[src/rtl/serial_add_ctrl_if.sv]
// Start/operand request and busy/done/result response of the bit-serial adder.
// The master issues operands; the slave (the adder) returns status and result.
interface serial_add_ctrl_if #(
  parameter int WIDTH = 8
);
  logic             start;
  logic [WIDTH-1:0] A;
  logic [WIDTH-1:0] B;
  logic             Cin;
  logic             busy;
  logic             done;
  logic [WIDTH-1:0] Sum;
  logic             Cout;

  modport master (
    output start, A, B, Cin,
    input  busy, done, Sum, Cout
  );

  modport slave (
    input  start, A, B, Cin,
    output busy, done, Sum, Cout
  );
endinterface

[src/rtl/serial_add_ctrl.sv]
// Bit-serial adder: one full-adder slice reused for WIDTH cycles, result and done in cycle N+WIDTH+1.
// start is ignored while busy; accepted in DONE for back-to-back operation.
module serial_add_ctrl #(
  parameter int WIDTH = 8
) (
  input  logic              clk,
  input  logic              rst,
  serial_add_ctrl_if.slave  bus
);
  localparam int CW = (WIDTH > 1) ? $clog2(WIDTH) : 1;
  localparam logic [CW-1:0] LAST = CW'(WIDTH - 1);

  typedef enum logic [1:0] {
    IDLE = 2'd0,
    RUN  = 2'd1,
    DONE = 2'd2
  } state_t;

  state_t           state;
  state_t           next_state;
  logic             accept;
  logic             last;

  logic [WIDTH-1:0] sa;
  logic [WIDTH-1:0] sb;
  logic [WIDTH-1:0] res;
  logic             carry;
  logic [CW-1:0]    cnt;
  logic [WIDTH-1:0] sum_q;
  logic             cout_q;

  logic             s0;
  logic             c0;
  logic             s;
  logic             c1;
  logic             c;

  // Full-adder slice from two half adders; majority carry is the OR of both carries.
  half_adder u_ha0 (.a(sa[0]), .b(sb[0]), .s(s0), .c(c0));
  half_adder u_ha1 (.a(s0),    .b(carry), .s(s),  .c(c1));
  assign c    = c0 | c1;
  assign last = (cnt == LAST);

  always_ff @(posedge clk) begin
    if (rst) begin
      state <= IDLE;
    end else begin
      state <= next_state;
    end
  end

  always_comb begin
    next_state = state;
    accept     = 1'b0;
    bus.busy   = 1'b0;
    bus.done   = 1'b0;
    case (state)
      IDLE: begin
        if (bus.start) begin
          accept     = 1'b1;
          next_state = RUN;
        end
      end
      RUN: begin
        bus.busy = 1'b1;
        if (last) begin
          next_state = DONE;
        end
      end
      DONE: begin
        bus.done = 1'b1;
        if (bus.start) begin
          accept     = 1'b1;
          next_state = RUN;
        end else begin
          next_state = IDLE;
        end
      end
      default: next_state = IDLE;
    endcase
  end

  always_ff @(posedge clk) begin
    if (rst) begin
      sa     <= '0;
      sb     <= '0;
      res    <= '0;
      carry  <= 1'b0;
      cnt    <= '0;
      sum_q  <= '0;
      cout_q <= 1'b0;
    end else if (accept) begin
      sa    <= bus.A;
      sb    <= bus.B;
      carry <= bus.Cin;
      cnt   <= '0;
    end else if (state == RUN) begin
      sa    <= sa >> 1;
      sb    <= sb >> 1;
      res   <= {s, res[WIDTH-1:1]};
      carry <= c;
      if (last) begin
        // Result lands together with the DONE state so it is valid while done=1.
        cnt    <= '0;
        sum_q  <= {s, res[WIDTH-1:1]};
        cout_q <= c;
      end else begin
        cnt <= cnt + CW'(1);
      end
    end
  end

  assign bus.Sum  = sum_q;
  assign bus.Cout = cout_q;
endmodule

module half_adder (
  input  logic a,
  input  logic b,
  output logic s,
  output logic c
);
  assign s = a ^ b;
  assign c = a & b;
endmodule

[src/flat_wrapper.sv]
// flat-port wrapper written by rule: the top's interface ports become plain ports
module serial_add_ctrl_flat 
#(
  parameter int WIDTH = 8
)
  (clk, rst, bus_start, bus_A, bus_B, bus_Cin, bus_busy, bus_done, bus_Sum, bus_Cout);
  serial_add_ctrl_if #(.WIDTH(WIDTH)) bus_i ();
  input  logic clk;
  input  logic rst;
  input wire logic [$bits(bus_i.start)-1:0] bus_start;
  input wire logic [$bits(bus_i.A)-1:0] bus_A;
  input wire logic [$bits(bus_i.B)-1:0] bus_B;
  input wire logic [$bits(bus_i.Cin)-1:0] bus_Cin;
  output wire logic [$bits(bus_i.busy)-1:0] bus_busy;
  output wire logic [$bits(bus_i.done)-1:0] bus_done;
  output wire logic [$bits(bus_i.Sum)-1:0] bus_Sum;
  output wire logic [$bits(bus_i.Cout)-1:0] bus_Cout;
  assign bus_i.start = bus_start;
  assign bus_i.A = bus_A;
  assign bus_i.B = bus_B;
  assign bus_i.Cin = bus_Cin;
  assign bus_busy = bus_i.busy;
  assign bus_done = bus_i.done;
  assign bus_Sum = bus_i.Sum;
  assign bus_Cout = bus_i.Cout;
  serial_add_ctrl #(.WIDTH(WIDTH)) u_core (.clk(clk), .rst(rst), .bus(bus_i));
endmodule
[config.mk]
export PLATFORM = sky130hd
export DESIGN_NAME = serial_add_ctrl_flat
export DESIGN_NICKNAME = d
export VERILOG_FILES = /design/src/rtl/serial_add_ctrl_if.sv /design/src/rtl/serial_add_ctrl.sv /design/src/flat_wrapper.sv
export SDC_FILE = /design/constraint.sdc
export NUM_CORES = 1
export LEC_CHECK = 0
export ABC_AREA = 0
export BUFFER_PORTS_ARGS = -buffer_cell sky130_fd_sc_hd__buf_2
export CAP_MARGIN = 20
export CORE_MARGIN = 2
export CORE_UTILIZATION = 35
export CTS_CLUSTER_SIZE = 25
export DETAILED_ROUTE_END_ITERATION = 12
export GPL_TIMING_DRIVEN = 0
export HOLD_SLACK_MARGIN = 0.02
export SYNTH_ARGS = -nofsm -noshare
export SYNTH_HDL_FRONTEND = slang
export SYNTH_SLANG_ARGS = --single-unit
[constraint.sdc]
create_clock -name clk -period 2.4 [get_ports clk]
set_input_delay 0.24 -clock clk [delete_from_list [all_inputs] [get_ports clk]]
set_output_delay 0.24 -clock clk [all_outputs]
set_load 0.01 [all_outputs]
* Yosys cells after proc, flatten, opt, wreduce, memory -nomap -nowiden
Index checks and enable logic that the tools add are counted.
Widths: inputs -> output; s select.
** Word-level totals
- Bits of input ports :: 20
- Output and inout bits :: 11
- Word-level logic and storage cells :: 42
- Register bits :: 39
** Operators by class
- Equal/unequal tests :: 5
- Mux-type cells :: 15
- $add $sub $neg :: 1
- Bitwise logic cells :: 6
- Reductions and logical operators :: 7
** Operators with widths (number)
- $mux 8 :: 4
- $mux 1 :: 7
- $pmux 2 s3 :: 1
- $mux 2 :: 2
- $reduce_and 2->1 :: 2
- $reduce_or 2->1 :: 2
- $add 3x1->3 const B :: 1
- $eq 3x3->1 const B :: 1
- $mux 3 :: 1
- $reduce_and 3->1 :: 1
- $and 1x1->1 :: 2
- $eq 2x1->1 const B :: 1
- $eq 2x2->1 const B :: 1
- $logic_not 2->1 :: 1
- $ne 2x1->1 const B :: 1
- $ne 2x2->1 const B :: 1
- $reduce_bool 2->1 :: 1
- $xor 1x1->1 :: 2
- $not 1->1 :: 1
- $or 1x1->1 :: 1

* Logic depth before layout (Yosys ltp)
- Word-level depth :: 5
- Mapped depth :: 5
- Gate-level depth less buffers :: 5

* Cells and area by module
A second synthesis with hierarchy kept.
** Second synthesis, totals
- Cell total of the unflattened synthesis :: 182
- Area total of the unflattened synthesis :: 1534.0 µm²
** Modules (own cells, without submodules)
- serial_add_ctrl :: instances 1, cells each 180, area each 1508.9 µm²
- half_adder :: instances 2, cells each 1, area each 12.5 µm²

* Least setup slack after synthesis
OpenSTA, ideal clock, no wires.
- Path kind :: reg-to-reg
- From :: register u_core.cnt[0]
- To :: register u_core.cnt[0]
- Setup slack :: 1.085 ns
- Cell stages (with the launch flop) :: 5
- Arrival :: 1.236 ns
- Cell sequence :: dfxtp_1 ha_1 ha_1 or3_1 a211oi_2
** Between the ends
- Cells in the longest elaborated chain, start to end :: 2
- Elaborated cells between the ends (all ways) :: 3
** RTL lines
- start: declaration :: RTL line serial_add_ctrl.sv:28 : logic [CW-1:0] cnt;
- start signal: assignment :: RTL line serial_add_ctrl.sv:108 : cnt <= cnt + CW'(1);
- $add 3x1->3 / $eq 3x3->1 (equally long branches) :: RTL line serial_add_ctrl.sv:108, serial_add_ctrl.sv:42
- $mux 3 (*) :: RTL line serial_add_ctrl.sv:102 : if (last) begin
Mark *: on every way between the ends. The rest lies on a longest branch, timed or not.
A chain may end at the register's enable or synchronous reset.

* Final worst setup path
- From :: register u_core.state[0]
- To :: output bus_busy
** Between the ends
- Cells in the longest elaborated chain, start to end :: 2
** RTL lines
- start: declaration :: RTL line serial_add_ctrl.sv:19 : state_t state;
- start signal: assignment :: RTL line serial_add_ctrl.sv:48 : state <= next_state;
- $eq 2x1->1 :: RTL line serial_add_ctrl.sv:57 : case (state)
- $mux 1 :: RTL line serial_add_ctrl.sv:57
- end: declaration :: RTL line flat_wrapper.sv:14 : output wire logic [$bits(bus_i.busy)-1:0] bus_busy;
No other way between the ends.

==> summary.txt <==
Synthesis
  – Post-Syn Nets: slightly above 200
  – Post-synthesis cell type count: 25
  – Yosys reg bits: 38
  – Mapped Area: 1520 µm²
  – Avg Cell Area, Syn: between 8 and 9 µm²
  – Synth Warn #: 0
  – Post-synth EDFFs: 0
  – Post-Synthesis Cells: 182
  – Seq/Total Area, Yosys: 0.499
  – Synth async-reset ratio: 0
  – Top FF cell, synth: dfxtp_1

Drt
  – Antenna Nets Post-Route: 0
  – Routed length per placed instance: 13.6 µm
  – DR WL met2: 1610 µm
  – Final WL: 3660 µm
  – Metal-1 WL: about 1800 µm
  – 1st-iter DRT viols: 55
  – Drt drc: 0
  – Vias per cell: 5.12
  – Metal3 WL: 228 µm
  – DR pass1 iterations: 6
  – DR top layer: met4
  – Via Count: 1378

Die
  – I/O pins: 31
  – Rows: 23
  – Die Area: 4900 µm²
  – Core Area: 4090 µm²
  – Starting Density: 0.373
  – Chip height: 70.0 µm
  – Die Wd: 70.0 µm

STA
  – Worst-margin pin slew: ~0.54 ns
  – Final WS setup: 0.757 ns
  – Max-slew headroom: 0.642
  – Tcrit/Tclk final: 0.685
  – Final TNS setup: 0 ns
  – Final Hold Fails: 0
  – FMAX: 608 MHz
  – Final Skew: 0.00602 ns
  – Tmin final: 1.64 ns
  – Setup violators final: 0
  – Fin. max-slew vios: 0
  – RSZ-0062 raised after global routing: false

Worst hold path
  – Hold_sp: bus_A[7]
  – HP Class: input port to flip-flop

Setup path
  – CP Launch Point: u_core.state[0]
  – CP max FO: 10
  – WP data arrival: 1.40 ns
  – CP peak stage delay: 0.40 ns
  – Slowest CP cell: dfxtp_1
  – Worst-path cell chain: nand2b_1 -> inv_1 -> buf_2 -> buf_2
  – Worst path top cell family by delay: buffers and inverters
  – Worst Path Required: 2.16 ns
  – Most frequent CP cell: buf_2
  – Reg-to-Reg Start: u_core.cnt[0]
  – Setup CP Type: flip-flop to output pin
  – Setup crit end kind: output pin
  – Critical path startpoint category: flip-flop
  – WP buf/inv: 3

Power
  – PwrDens: approximately 700 nW/µm²
  – Peak VDD IR: 0.397 mV
  – Leakage Power: just over 0.7 nW

GRT
  – First-pass GRT wire length: approximately 6100 µm
  – Largest net degree at the start of global routing: 12
  – Vias in the first global route: 1287
  – Global route overflow: 0
  – All-Layer GR Usage: 0.157
  – Initial antenna violation count: 0

Clocking
  – Resized Gates After CTS: 0
  – Hold_buf cts: 0
  – Root buf cell: clkbuf_8
  – Clk sink count: 38
  – Setup Fix Bufs, Post-CTS: 0
  – Worst-path clk slew: 0.07 ns
  – CTS Buf Count: 5
  – Skew-Pair Late Insertion Delay: 0.28 ns
  – H-tree depth: 2
  – CTS tree: yes
  – CTS Buffer Depth: 2

Cells and area
  – Final core utilization: 0.446
  – Area grow syn2layout: 19.6%
  – Non-Filler Instances: 269
  – FILL cells: 435
  – N_diodes: 0
  – Share of cells above drive strength 1: 0.215
  – Nets: 241

Placed design
  – Placer Congestion: 0.768
  – Dpl ws: 0.938 ns
  – Cells after DPL: ~260
  – # port buffers: 29
  – DPL Wire Length: 2440 µm

Outcome
  – Status: finished, final reports clean

Run
  – Count of maximum capacitance violations: 0
==> layout by cell type, fill, tap and decap left out, drive strengths merged, types with 2 or more instances in the layout <==
cell type,synthesis,layout
nand2b,2,2
dfxtp,38,38
mux2i,2,2
nand3,11,11
clkbuf,4,11
o22ai,3,3
nor2b,2,2
ha,2,2
buf,11,40
a21oi,19,19
nor2,13,13
nor3,9,9
a311oi,11,11
nand2,47,47
==> stage by stage <==
step / power, mW / hold slack, ns / cell area, µm²
4_1_cts: 1.29 / 0.186 / 1820
2_1_floorplan: 0.791 / 0.376 / 1520
6_report: 1.28 / 0.187 / 1820
3_5_place_dp: 0.842 / 0.443 / 1730
3_3_place_gp: 0.841 / 0.442 / 1730
5_1_grt: 1.35 / 0.189 / 1820
==> worst reg2reg max path: cells and delay by family, from the launching register on <==
kind / cells / cell delay (ns)
adder cells (fa/ha/maj): 2 / 0.36
AO/OA/AOI/OAI: 1 / 0.15
AND/OR/NAND/NOR: 1 / 0.13
buffers and inverters: 1 / 0.40
flip-flops: 1 / 0.35
==> final timing paths <==
path | end | slack [ns] | cells after the start
setup / recovery | bus_busy | 0.76 | 4
hold / removal | u_core.sa[7] | 0.19 | 3
setup reg to reg | u_core.bus.Sum[1] | 0.93 | 5
hold reg to reg | u_core.bus.Sum[7] | 0.45 | 2
==> per-layer routing <==
layer | global-route usage | vias up
met4 | 0.0620 | 0
met3 | 0.0491 | 4
met5 | 0 | -
met1 | 0.217 | 632
li1 | - | 697
met2 | 0.225 | 45
==> synthesized netlist by cell type (3+ instances only) <==
library cell / instances / area (µm²)
a21oi_1: 19 / 95.1
a311oi_1: 11 / 96.3
buf_2: 6 / 30.0
buf_4: 3 / 22.5
clkbuf_1: 4 / 15.0
dfxtp_1: 38 / 761
nand2_1: 47 / 176
nand3_1: 11 / 55.1
nor2_1: 13 / 48.8
nor3_1: 9 / 45.0
o22ai_1: 3 / 18.8
==> where the power goes <==
part           internal [mW]  switching [mW]  leakage (nW)
Clock                  0.232           0.221        0.0482
Combinational         0.0599          0.0890         0.368
Sequential             0.661          0.0181         0.310
Total                  0.952           0.328         0.726
==> cell type report <==
cell class              count  area (µm²)  area share
clock inverters             1        5.00     0.00275
plain buffers              15        82.6      0.0453
inverters                   1        3.75     0.00206
multi-input cells         128         677       0.371
well taps                  50        62.6      0.0343
repair buffers             29         145      0.0796
flip-flops and latches     38         761       0.417
clock buffers               7        86.3      0.0474
==> state kept, by name, summed over array words and instances, names as in the netlist <==
name / cells
u_core.bus.Sum: 8
u_core.sa: 8
u_core.sb: 8
u_core.res: 7
u_core.cnt: 3
u_core.state: 2
u_core.bus.Cout: 1
u_core.carry: 1
==> cell families (layout without fill, tap and decap cells) <==
kind of cell / count (synthesis) / in the layout / synth area share
AOI/OAI and AO/OA: 36 / 36 / 0.156
buffers and inverters: 16 / 53 / 0.0566
adders and majority gates: 3 / 3 / 0.0296
and+or+nand+nor: 87 / 87 / 0.245
DFF: 38 / 38 / 0.499
muxes: 2 / 2 / 0.0131
(Power assumes the default switching activity.)
